==> src/rtl/cs_rr_scheduler_if.sv <==
// Request/grant bundle between eight requesters and the chip-select scheduler.
// The master modport is the requester side; the slave modport is the scheduler.
interface cs_rr_scheduler_if;
  logic [7:0] REQ;
  logic [2:0] SEL;
  logic       EN;
  logic [7:0] GNT_N;
  logic       BUSY;

  modport master (
    output REQ,
    input  SEL,
    input  EN,
    input  GNT_N,
    input  BUSY
  );

  modport slave (
    input  REQ,
    output SEL,
    output EN,
    output GNT_N,
    output BUSY
  );
endinterface

==> src/rtl/cs_rr_scheduler.sv <==
// Round-robin owner of a shared 3-to-8 active-low chip-select decoder; 1 cycle REQ->grant.
// No backpressure: REQ is a level held by each requester, tenure bounded by MAX_HOLD.
module cs_rr_scheduler #(
  parameter int MAX_HOLD   = 16,
  parameter int GAP_CYCLES = 1
) (
  input logic              clk,
  input logic              rst_n,
  cs_rr_scheduler_if.slave bus
);

  localparam logic [7:0] LP_MAX_HOLD = 8'(MAX_HOLD);
  localparam logic [3:0] LP_GAP      = 4'(GAP_CYCLES);

  typedef enum logic [1:0] {
    ST_IDLE  = 2'd0,
    ST_GRANT = 2'd1,
    ST_GAP   = 2'd2
  } state_t;

  state_t     r_state;
  logic [2:0] r_ptr;
  logic [7:0] r_hold;
  logic [3:0] r_gap;
  logic [2:0] r_sel;
  logic       r_en;
  logic [7:0] r_gnt_n;
  logic       r_busy;

  logic       w_found;
  logic [2:0] w_win;
  logic [2:0] w_idx;

  // Rotating priority search: first requester at or after r_ptr, wrapping 7->0.
  always_comb begin
    w_found = 1'b0;
    w_win   = r_ptr;
    w_idx   = 3'd0;
    for (int k = 0; k < 8; k++) begin
      w_idx = r_ptr + 3'(k);
      if (!w_found && bus.REQ[w_idx]) begin
        w_found = 1'b1;
        w_win   = w_idx;
      end
    end
  end

  always_ff @(posedge clk or negedge rst_n) begin
    if (!rst_n) begin
      r_state <= ST_IDLE;
      r_ptr   <= 3'd0;
      r_hold  <= 8'd0;
      r_gap   <= 4'd0;
      r_sel   <= 3'd0;
      r_en    <= 1'b0;
      r_gnt_n <= 8'hFF;
      r_busy  <= 1'b0;
    end else begin
      case (r_state)
        ST_IDLE: begin
          if (w_found) begin
            r_state <= ST_GRANT;
            r_sel   <= w_win;
            r_en    <= 1'b1;
            r_gnt_n <= ~(8'd1 << w_win);
            r_busy  <= 1'b1;
            r_hold  <= 8'd1;
          end
        end
        ST_GRANT: begin
          if (bus.REQ[r_sel] && (r_hold < LP_MAX_HOLD)) begin
            r_hold <= r_hold + 8'd1;
          end else begin
            // Timeout and voluntary release share this path; SEL is kept through GAP.
            r_state <= ST_GAP;
            r_en    <= 1'b0;
            r_gnt_n <= 8'hFF;
            r_gap   <= 4'd1;
            r_hold  <= 8'd0;
            r_ptr   <= r_sel + 3'd1;
          end
        end
        ST_GAP: begin
          if (r_gap == LP_GAP) begin
            r_state <= ST_IDLE;
            r_busy  <= 1'b0;
            r_gap   <= 4'd0;
          end else begin
            r_gap <= r_gap + 4'd1;
          end
        end
        default: begin
          r_state <= ST_IDLE;
          r_en    <= 1'b0;
          r_gnt_n <= 8'hFF;
          r_busy  <= 1'b0;
        end
      endcase
    end
  end

  assign bus.SEL   = r_sel;
  assign bus.EN    = r_en;
  assign bus.GNT_N = r_gnt_n;
  assign bus.BUSY  = r_busy;

endmodule

==> src/flat_wrapper.sv <==
// flat-port wrapper written by rule: the top's interface ports become plain ports
module cs_rr_scheduler_flat 
#(
  parameter int MAX_HOLD   = 16,
  parameter int GAP_CYCLES = 1
)
  (clk, rst_n, bus_REQ, bus_SEL, bus_EN, bus_GNT_N, bus_BUSY);
  cs_rr_scheduler_if bus_i ();
  input logic clk;
  input logic rst_n;
  input wire logic [$bits(bus_i.REQ)-1:0] bus_REQ;
  output wire logic [$bits(bus_i.SEL)-1:0] bus_SEL;
  output wire logic [$bits(bus_i.EN)-1:0] bus_EN;
  output wire logic [$bits(bus_i.GNT_N)-1:0] bus_GNT_N;
  output wire logic [$bits(bus_i.BUSY)-1:0] bus_BUSY;
  assign bus_i.REQ = bus_REQ;
  assign bus_SEL = bus_i.SEL;
  assign bus_EN = bus_i.EN;
  assign bus_GNT_N = bus_i.GNT_N;
  assign bus_BUSY = bus_i.BUSY;
  cs_rr_scheduler #(.MAX_HOLD(MAX_HOLD), .GAP_CYCLES(GAP_CYCLES)) u_core (.clk(clk), .rst_n(rst_n), .bus(bus_i));
endmodule
==> config.mk <==
export PLATFORM = sky130hd
export DESIGN_NAME = cs_rr_scheduler_flat
export DESIGN_NICKNAME = d
export VERILOG_FILES = /design/src/rtl/cs_rr_scheduler_if.sv /design/src/rtl/cs_rr_scheduler.sv /design/src/flat_wrapper.sv
export SDC_FILE = /design/constraint.sdc
export NUM_CORES = 1
export LEC_CHECK = 0
export ABC_AREA = 1
export BUFFER_PORTS_ARGS = -buffer_cell sky130_fd_sc_hd__buf_2
export CAP_MARGIN = 20
export CORE_MARGIN = 5
export CORE_UTILIZATION = 46
export CTS_CLUSTER_DIAMETER = 100
export DETAILED_ROUTE_END_ITERATION = 10
export GPL_TIMING_DRIVEN = 0
export PLACE_DENSITY = 0.62
export SETUP_SLACK_MARGIN = 0.05
export SKIP_CTS_REPAIR_TIMING = 1
export SLEW_MARGIN = 20
export SYNTH_ARGS = -nofsm -noshare
export SYNTH_HDL_FRONTEND = slang
export SYNTH_SLANG_ARGS = --single-unit
==> constraint.sdc <==
create_clock -name clk -period 3.2 [get_ports clk]
set_input_delay 0.16 -clock clk [delete_from_list [all_inputs] [get_ports clk]]
set_output_delay 0.16 -clock clk [all_outputs]
set_load 0.02 [all_outputs]
**Yosys cells after proc, flatten, opt, wreduce, memory -nomap -nowiden**

Index checks and enable logic that the tools add are counted.

- Bitwise gates (word level): 4
- Equal/unequal tests: 6
- Muxes and demuxes: 51
- Shift operators: 1
- $lt $le $gt $ge: 10
- Reduce and logical (&&, ||, !) cells: 25
- $add $sub $neg: 10

Operators by type and width:

| cell | count |
|---|---|
| $lt 3x4->1 const B | 9 |
| $mux 8 | 4 |
| $bmux 1 s3 | 9 |
| $pmux 8 s3 | 1 |
| $mux 3 | 7 |
| $mux 1 | 20 |
| $pmux 8 s2 | 1 |
| $add 3x3->3 const B | 4 |
| $reduce_and 3->1 | 3 |
| $add 8x1->8 const B | 1 |
| $logic_and 1x1->1 | 8 |
| $lt 8x5->1 const B | 1 |
| $mux 4 | 2 |
| $not 8->8 | 1 |
| $pmux 4 s2 | 1 |
| $reduce_and 2->1 | 4 |
| $shl 1x3->8 const A | 1 |
| $logic_not 1->1 | 7 |
| $add 3x1->3 const B | 2 |
| $add 3x2->3 const B | 2 |
| $mux 2 | 3 |
| $pmux 1 s3 | 2 |
| $pmux 2 s3 | 1 |
| $add 4x1->4 const B | 1 |
| 8 further kinds | 12 |

- Input port bits: 10
- Output and inout bits: 13
- Word-level logic and storage cells: 115
- Bits in registers: 30

**Logic depth before layout (Yosys ltp)**

Gate-level depths: netlist of run 1.

- Depth after elaboration: 28
- Gate-level depth with buffers: 22
- Mapped depth without buffers: 21

**Worst setup path after synthesis of run 1**

No wires, ideal clock.

- Kind: register -> register
- From: reg u_core.r_ptr[0]
- To: reg u_core.r_gnt_n[3], in the netlist u_core.bus.GNT_N[3]
- Data required time: 3.124 ns
- Path buffers: 1
- Library setup time: 0.076 ns
- Data arrival time: 2.364 ns
- Path slack: 0.761 ns
- Cell stages (with the launch flop): 20
- Clock period less this slack: 2.439 ns
- Cell sequence: dfrtp_1 -> inv_2 -> buf_6 -> ha_1 -> inv_1 -> nand3_1 -> nand2_1 -> nor2_1 -> nor2_2 -> nand4_2 -> nor2_4 -> nand2_2 -> nor2_2 -> nand2_1 -> nand2_2 -> inv_2 -> a21oi_2 -> inv_1 -> nor2_1 -> nor2_1

- Word-level cells in the longest chain between the ends: 28
- Elaborated cells between the ends (all ways): 58
- Classes of those cells: add/sub (7); eq/ne (1); shift (1); mux (33); bitwise (1); reduce/logical (15)

RTL lines:

| what | line | RTL |
|---|---|---|
| from (decl) | cs_rr_scheduler.sv:22 | `logic [2:0] r_ptr;` |
| from (signal assigned) | cs_rr_scheduler.sv:80 | `r_ptr <= r_sel + 3'd1;` |
| parallel branches: the longest is 28 deep, another holds $add 3x1->3 | - |  |
| to (signal assigned) | cs_rr_scheduler.sv:65 | `r_gnt_n <= ~(8'd1 << w_win);` |
| to (decl) | cs_rr_scheduler.sv:27 | `logic [7:0] r_gnt_n;` |

Several ways; the timed one is not identified. The select of a mux whose other input is x is not followed.
A chain may end at the register's enable or synchronous reset.

**Worst setup path in the final report of run 1**

- From: reg u_core.r_ptr[0]
- To: reg u_core.r_hold[0]

- Word-level cells in the longest chain between the ends: 26
- Elaborated cells between the ends (all ways): 47
- Classes of those cells: add/sub (7); eq/ne (1); mux (24); reduce/logical (15)

RTL lines:

| what | line | RTL |
|---|---|---|
| parallel branches: the longest is 23 deep, another holds $add 3x1->3 | - |  |
| $mux 1 (*) | cs_rr_scheduler.sv:41 | `if (!w_found && bus.REQ[w_idx]) begin` |
| $ne 2x1->1 (no source line) (*) | - |  |
| $reduce_and 2->1 (no source line) (*) | - |  |
| to (signal assigned) | cs_rr_scheduler.sv:72 | `r_hold <= r_hold + 8'd1;` |
| to (decl) | cs_rr_scheduler.sv:23 | `logic [7:0] r_hold;` |

Every way passes the cells marked *. The select of a mux whose other input is x is not followed.

==> impl_metrics.env, run 1 <==
export IMPL_rows=25
export IMPL_rr_endpoint="u_core.r_hold[0]$_DFFE_PN0P_"
export IMPL_path_common_cell="nand2_1"
export IMPL_cp_data_required_time_ns=3.38
export IMPL_io_pins=23
export IMPL_drc=0
export IMPL_vias_per_cell=5.098
export IMPL_fp_dieH_um=78.82
export IMPL_finalCriticalPeriod_ns=2.814
export IMPL_r2r_start="u_core.r_ptr[0]$_DFFE_PN0P_"
export IMPL_wl_per_cell_um=12.72
export IMPL_clk_latency_ns=0.29
export IMPL_endpoint_kind="flop"
export IMPL_timing_hold_violations_final=0
export IMPL_gp_congestion=0.8838
export IMPL_root_buffer="clkbuf_8"
export IMPL_grt_ovfl_total=0
export IMPL_skew_ns=0.006631
export IMPL_drive_gt1_frac=0.1983
export IMPL_final_max_slew_viol_count=0
export IMPL_clkTransAtPathRegs_ns=0.07
export IMPL_diodes=0
export IMPL_cts_max_path_buffers=2
export IMPL_grt_pass1_wl_um=9094
export IMPL_timing_slew_headroom=0.5643
export IMPL_path_delay_family="simple AND/OR/NAND/NOR gates"
export IMPL_max_slew_worst_pin_slew_ns=0.6536
export IMPL_cts_sinks=30
export IMPL_synth_edff_count=0
export IMPL_holdCritPathClass="in2async"
export IMPL_syn_inst=322
export IMPL_syn_area_mm2=0.002178
export IMPL_setup_tns_ns=0
export IMPL_synth_net_count=338
export IMPL_num_vias=2075
export IMPL_dieArea_mm2=0.006212
export IMPL_final_util=0.5404
export IMPL_cts_max_level=2
export IMPL_rsz0062_at_grt="no"
export IMPL_grt_pass1_vias=1973
export IMPL_die_x_um=78.82
export IMPL_grt_use_total=0.1859
export IMPL_finalCritPeriodShare=0.8793
export IMPL_core_mm2=0.004661
export IMPL_slowest_delay_ns=0.41
export IMPL_ys_warn_count=0
export IMPL_synth_ff_type="dfrtp_1"
export IMPL_crit_slowest_cell="dfrtp_1"
export IMPL_critPathMaxFanout=10
export IMPL_place_hpwl_um=4022
export IMPL_final_nets=368
export IMPL_crit_path_start_kind="flop"
export IMPL_first_pass_iters=4
export IMPL_worst_r2r_cell_count=16
export IMPL_initial_core_util=0.4674
export IMPL_synth_cell_types=33
export IMPL_ant_nets=0
export IMPL_critPathCapture="u_core.r_hold[0]$_DFFE_PN0P_"
export IMPL_first_iter_violations=152
export IMPL_cp_num_buf_inv=4
export IMPL_async_reset_ff_frac=1.000
export IMPL_seq_area_frac_synth=0.3492
export IMPL_grt_max_degree=31
export IMPL_crit_start="u_core.r_ptr[0]$_DFFE_PN0P_"
export IMPL_arrival_ns=2.99
export IMPL_syn_avg_cell_area_um2=6.765
export IMPL_cts_buffers_inserted=5
export IMPL_syn_to_final_growth_pct=15.62
export IMPL_path_depth=16
export IMPL_yosys_register_bits=30
export IMPL_routed_wl_um=5177
export IMPL_status="completed"
export IMPL_critical_path_class="reg2reg"
export IMPL_worstPathCellList="inv_2 -> buf_6 -> ha_2 -> inv_2 -> nand3_1 -> nand2_1 -> nor2_1 -> nor2_2 -> nand4_2 -> nor2_4 -> nand4_1 -> nand2_1 -> nor3_2 -> inv_1 -> nand2_1 -> o21a_1"
export IMPL_antenna_found_initial=0
export IMPL_fillCellCount=469
export IMPL_cts_tree="built"
export IMPL_drv_cap=0
export IMPL_setup_viol=0
export IMPL_port_buffers=22
export IMPL_fmax_mhz=355.4
export IMPL_ff2ff_setup_slack_ns=0.39
metal layers:
| metal | vias to the layer above | global-route usage | share of wire |
|---|---|---|---|
| met5 | - | 0 | 0 |
| met4 | 0 | 0.07732 | 0.014 |
| met3 | 7 | 0.04195 | 0.054 |
| met2 | 44 | 0.2937 | 0.44 |
| met1 | 926 | 0.2455 | 0.49 |
| li1 | 1098 | - | - |
Yosys cell counts (all sizes together) (3+ instances only):
master	number	area share
nand2	108	0.19
a21oi	6	0.016
o21ai	12	0.028
nand4	3	0.011
or2	5	0.014
nand3	49	0.11
dfrtp	22	0.25
nor2	40	0.078
dfstp	8	0.096
xor2	6	0.028
ha	6	0.034
buf	4	0.016
inv	37	0.064
a31oi	3	0.0086
cell type report:
cell class | instances | area [um2] | area share
multi-input cells | 251 | 1250 | 0.4963
clock inverters | 2 | 60.06 | 0.02384
flip-flops and latches | 30 | 762.0 | 0.3025
plain buffers | 4 | 35.03 | 0.01391
well taps | 54 | 67.56 | 0.02683
clock buffers | 6 | 82.58 | 0.03279
repair buffers | 23 | 120.1 | 0.04769
inverters | 37 | 141.4 | 0.05614
flip-flops by register name, indices dropped and copies added (netlist names):
name / flops
u_core.bus.EN: 1
u_core.bus.GNT_N: 8
u_core.r_hold: 8
u_core.r_state: 2
u_core.r_gap: 4
u_core.bus.BUSY: 1
u_core.bus.SEL: 3
u_core.r_ptr: 3
worst register-to-register path: stages (launching register included):
cell	delay [ns]
dfrtp_1	0.41
inv_2	0.09
buf_6	0.15
ha_2	0.34
inv_2	0.14
nand3_1	0.09
nand2_1	0.09
nor2_1	0.07
nor2_2	0.16
nand4_2	0.16
nor2_4	0.17
nand4_1	0.16
nand2_1	0.14
nor3_2	0.08
inv_1	0.12
nand2_1	0.13
o21a_1	0.20
stage by stage:
stage               worst slack, ns  instance area, um2  hold slack [ns]  instances
floorplan                    0.7608                2178          -0.1356        322
global placement            0.07911                2356           0.2330        398
detailed placement          0.06041                2356           0.2304        398
CTS                         0.01818                2499         -0.08956        406
global route                0.07467                2519           0.4977        407
finish                       0.3861                2519           0.4329        407
logic make-up (layout without fill, tap and decap cells):
family	count (synthesis)	in the layout	synth area share
AND/OR/NAND/NOR	208	208	0.4216
XOR/XNOR	8	8	0.03561
buffers and inverters	41	72	0.07984
AO/OA/AOI/OAI	29	29	0.07927
flip-flops	30	30	0.3492
adder cells (fa/ha/maj)	6	6	0.03446
worst min path at each step:
stage                                            from                            end  slack, ns  cells after the start
after CTS                                       rst_n   u_core.r_hold[3]$_DFFE_PN0P_      -0.09                      1
after detailed placement                        rst_n   u_core.r_hold[2]$_DFFE_PN0P_       0.23                      1
after global routing      u_core.bus.BUSY$_DFFE_PN0P_    u_core.bus.BUSY$_DFFE_PN0P_       0.50                      2
after global placement                          rst_n   u_core.r_hold[2]$_DFFE_PN0P_       0.23                      1
final                                           rst_n  u_core.r_state[1]$_DFFE_PN0P_       0.43                      2
after floorplan                                 rst_n    u_core.bus.BUSY$_DFFE_PN0P_      -0.14                      0
cells in the final DEF, fill, tap and decap left out, types with 2 or more instances in the layout:
cell and n:
o31ai_1 2, o221ai_1 2, dfstp_2 8, clkbuf_8 6, inv_1 30, ha_1 5, o21ai_0 12, nand3_1 49
a21oi_1 5, o22ai_1 2, or2_1 4, buf_2 23, nor2_2 5, buf_6 2, nand2_1 101, nand4_1 2
inv_2 6, nor2_1 34, a31oi_1 3, bufinv_16 2, dfrtp_1 21, xnor2_1 2, xor2_1 5, nand2_2 7
Power of run 1 is left out: the tool's default activity adds up to more than one toggle a clock period on the data nets, which glitch-free logic cannot reach.
==> inputs of run 2 (changes only) <==
--- a/config.mk
+++ b/config.mk
@@ -22 +22,2 @@
 export SYNTH_SLANG_ARGS = --single-unit
+export TNS_END_PERCENT = 50
==> constraint.sdc (replaced) <==
create_clock -name clk -period 3.2 [get_ports clk]
set_input_delay 0.32 -clock clk [delete_from_list [all_inputs] [get_ports clk]]
set_output_delay 0.32 -clock clk [all_outputs]
set_load 0.02 [all_outputs]
==> run 2 against run 1 <==
Routed wire length about the same. Fmax down 0.81%. Clock skew up 0.0028 ns. Utilization down 0.21 points. Design area down 0.40%. Count of clock-buffer cells in the layout unchanged. First-iteration DRC count down 7.2%. Sequential share of layout area up 0.12 points. Register-to-register slack worse by 0.02 ns. Flip-flop and latch count unchanged. Die area unchanged. Non-clock buffer count down 1.
==> impl_metrics.env, run 2 (synthesis gave the netlist of run 1 again) <==
export IMPL_timing_hold_violations_final=0
export IMPL_rr_endpoint="u_core.bus.GNT_N[4]$_DFFE_PN1P_"
export IMPL_finalCriticalPeriod_ns=2.837
export IMPL_antenna_found_initial=0
export IMPL_dieArea_mm2=0.006212
export IMPL_drive_gt1_frac=0.1989
export IMPL_die_x_um=78.82
export IMPL_num_vias=2082
export IMPL_cts_max_path_buffers=2
export IMPL_stdcell_count=406
export IMPL_gp_congestion=0.8838
export IMPL_clk_latency_ns=0.29
export IMPL_ant_nets=0
export IMPL_critPathCapture="u_core.bus.GNT_N[4]$_DFFE_PN1P_"
export IMPL_cp_data_required_time_ns=3.43
export IMPL_max_slew_worst_pin_slew_ns=0.6575
export IMPL_cts_sinks=30
export IMPL_grt_ovfl_total=0
export IMPL_critical_path_class="reg2reg"
export IMPL_cts_buffers_inserted=5
export IMPL_cts_tree="built"
export IMPL_status="completed"
export IMPL_ff2ff_setup_slack_ns=0.36
export IMPL_cts_max_level=2
export IMPL_port_buffers=22
export IMPL_r2r_start="u_core.r_ptr[1]$_DFFE_PN0P_"
export IMPL_timing_slew_headroom=0.5617
export IMPL_place_hpwl_um=4022
export IMPL_setup_viol=0
export IMPL_final_max_slew_viol_count=0
export IMPL_arrival_ns=3.06
export IMPL_drc=0
export IMPL_grt_max_degree=31
export IMPL_final_common_cell="nand2_1"
export IMPL_critPathMaxFanout=9
export IMPL_fp_dieH_um=78.82
export IMPL_core_mm2=0.004661
export IMPL_initial_core_util=0.4674
export IMPL_vias_per_cell=5.128
export IMPL_worst_r2r_cell_count=17
export IMPL_grt_pass1_vias=1973
export IMPL_finalCritPeriodShare=0.8866
export IMPL_endpoint_kind="flop"
export IMPL_setup_tns_ns=0
export IMPL_clkTransAtPathRegs_ns=0.07
export IMPL_placed_cells=398
export IMPL_rsz0062_at_grt="no"
export IMPL_crit_path_start_kind="flop"
export IMPL_wl_per_cell_um=12.75
export IMPL_grt_pass1_wl_um=9094
export IMPL_root_buffer="clkbuf_8"
export IMPL_first_pass_iters=4
export IMPL_grt_use_total=0.1859
export IMPL_whs_ns=0.05152
export IMPL_fillCellCount=469
export IMPL_syn_to_final_growth_pct=15.16
export IMPL_holdCritPathClass="in2async"
export IMPL_first_iter_violations=141
export IMPL_fmax_mhz=352.5
export IMPL_skew_ns=0.009417
export IMPL_routed_wl_um=5178
export IMPL_crit_start="u_core.r_ptr[1]$_DFFE_PN0P_"
export IMPL_drv_cap=0
export IMPL_final_cell_mix="nand2_1, nand3_1, nor2_1, inv_1, buf_2"
export IMPL_final_nets=367
export IMPL_rows=25
export IMPL_diodes=0
export IMPL_io_pins=23
==> run 2: changes by cell type in the layout (fill, tap and decap cells not counted), sizes merged <==
cell,delta
dlygate4sd3,-1
==> run 2: per-layer routing <==
layer | vias to the layer above | part of all wire | GRT usage | routed length (um)
met1 | 938 | 0.49 | 0.2455 | 2513
met3 | 11 | 0.051 | 0.04195 | 265
li1 | 1095 | - | - | -
met4 | 0 | 0.019 | 0.07732 | 97
met5 | - | 0 | 0 | 0
met2 | 38 | 0.44 | 0.2937 | 2303
==> run 2: worst min-delay path by stage <==
stage,start,endpoint,slack [ns],depth (start not counted)
floorplan,rst_n,u_core.bus.BUSY$_DFFE_PN0P_,0.02,0
global placement,rst_n,u_core.r_hold[2]$_DFFE_PN0P_,0.39,1
detailed placement,rst_n,u_core.r_hold[2]$_DFFE_PN0P_,0.39,1
CTS,rst_n,u_core.r_hold[3]$_DFFE_PN0P_,0.07,1
global route,rst_n,u_core.r_state[1]$_DFFE_PN0P_,0.10,1
finish,rst_n,u_core.r_state[1]$_DFFE_PN0P_,0.05,1
==> run 2: through the flow <==
stage / area (um2) / utilization / setup WS, ns
finish: 2509 / 0.5383 / 0.3630
detailed placement: 2356 / 0.5055 / 0.06041
floorplan: 2178 / - / 0.7608
global placement: 2356 / 0.5055 / 0.07911
global route: 2509 / 0.5383 / 0.07467
CTS: 2499 / 0.5361 / 0.01818
==> run 2: critical path: stages (launching register included) <==
cell	delay, ns
dfrtp_2	0.49
inv_4	0.15
ha_2	0.35
inv_2	0.14
nand3_1	0.09
nand2_1	0.09
nor2_1	0.07
nor2_2	0.16
nand4_2	0.16
nor2_4	0.17
nand4_1	0.17
nand2_1	0.15
inv_1	0.05
nand2_1	0.12
inv_2	0.09
or2_1	0.21
nand2_1	0.06
inv_1	0.04
==> run 2: cell type report <==
cell class | count | area (um2) | share of cell area
multi-input combinational | 251 | 1250 | 0.4983
buffer | 4 | 35.03 | 0.01397
tap | 54 | 67.56 | 0.02693
sequential | 30 | 762.0 | 0.3037
clock buffer | 6 | 82.58 | 0.03292
timing repair buffer | 22 | 110.1 | 0.04389
clock inverter | 2 | 60.06 | 0.02394
inverter | 37 | 141.4 | 0.05636
Power of run 2 is left out for the same reason.
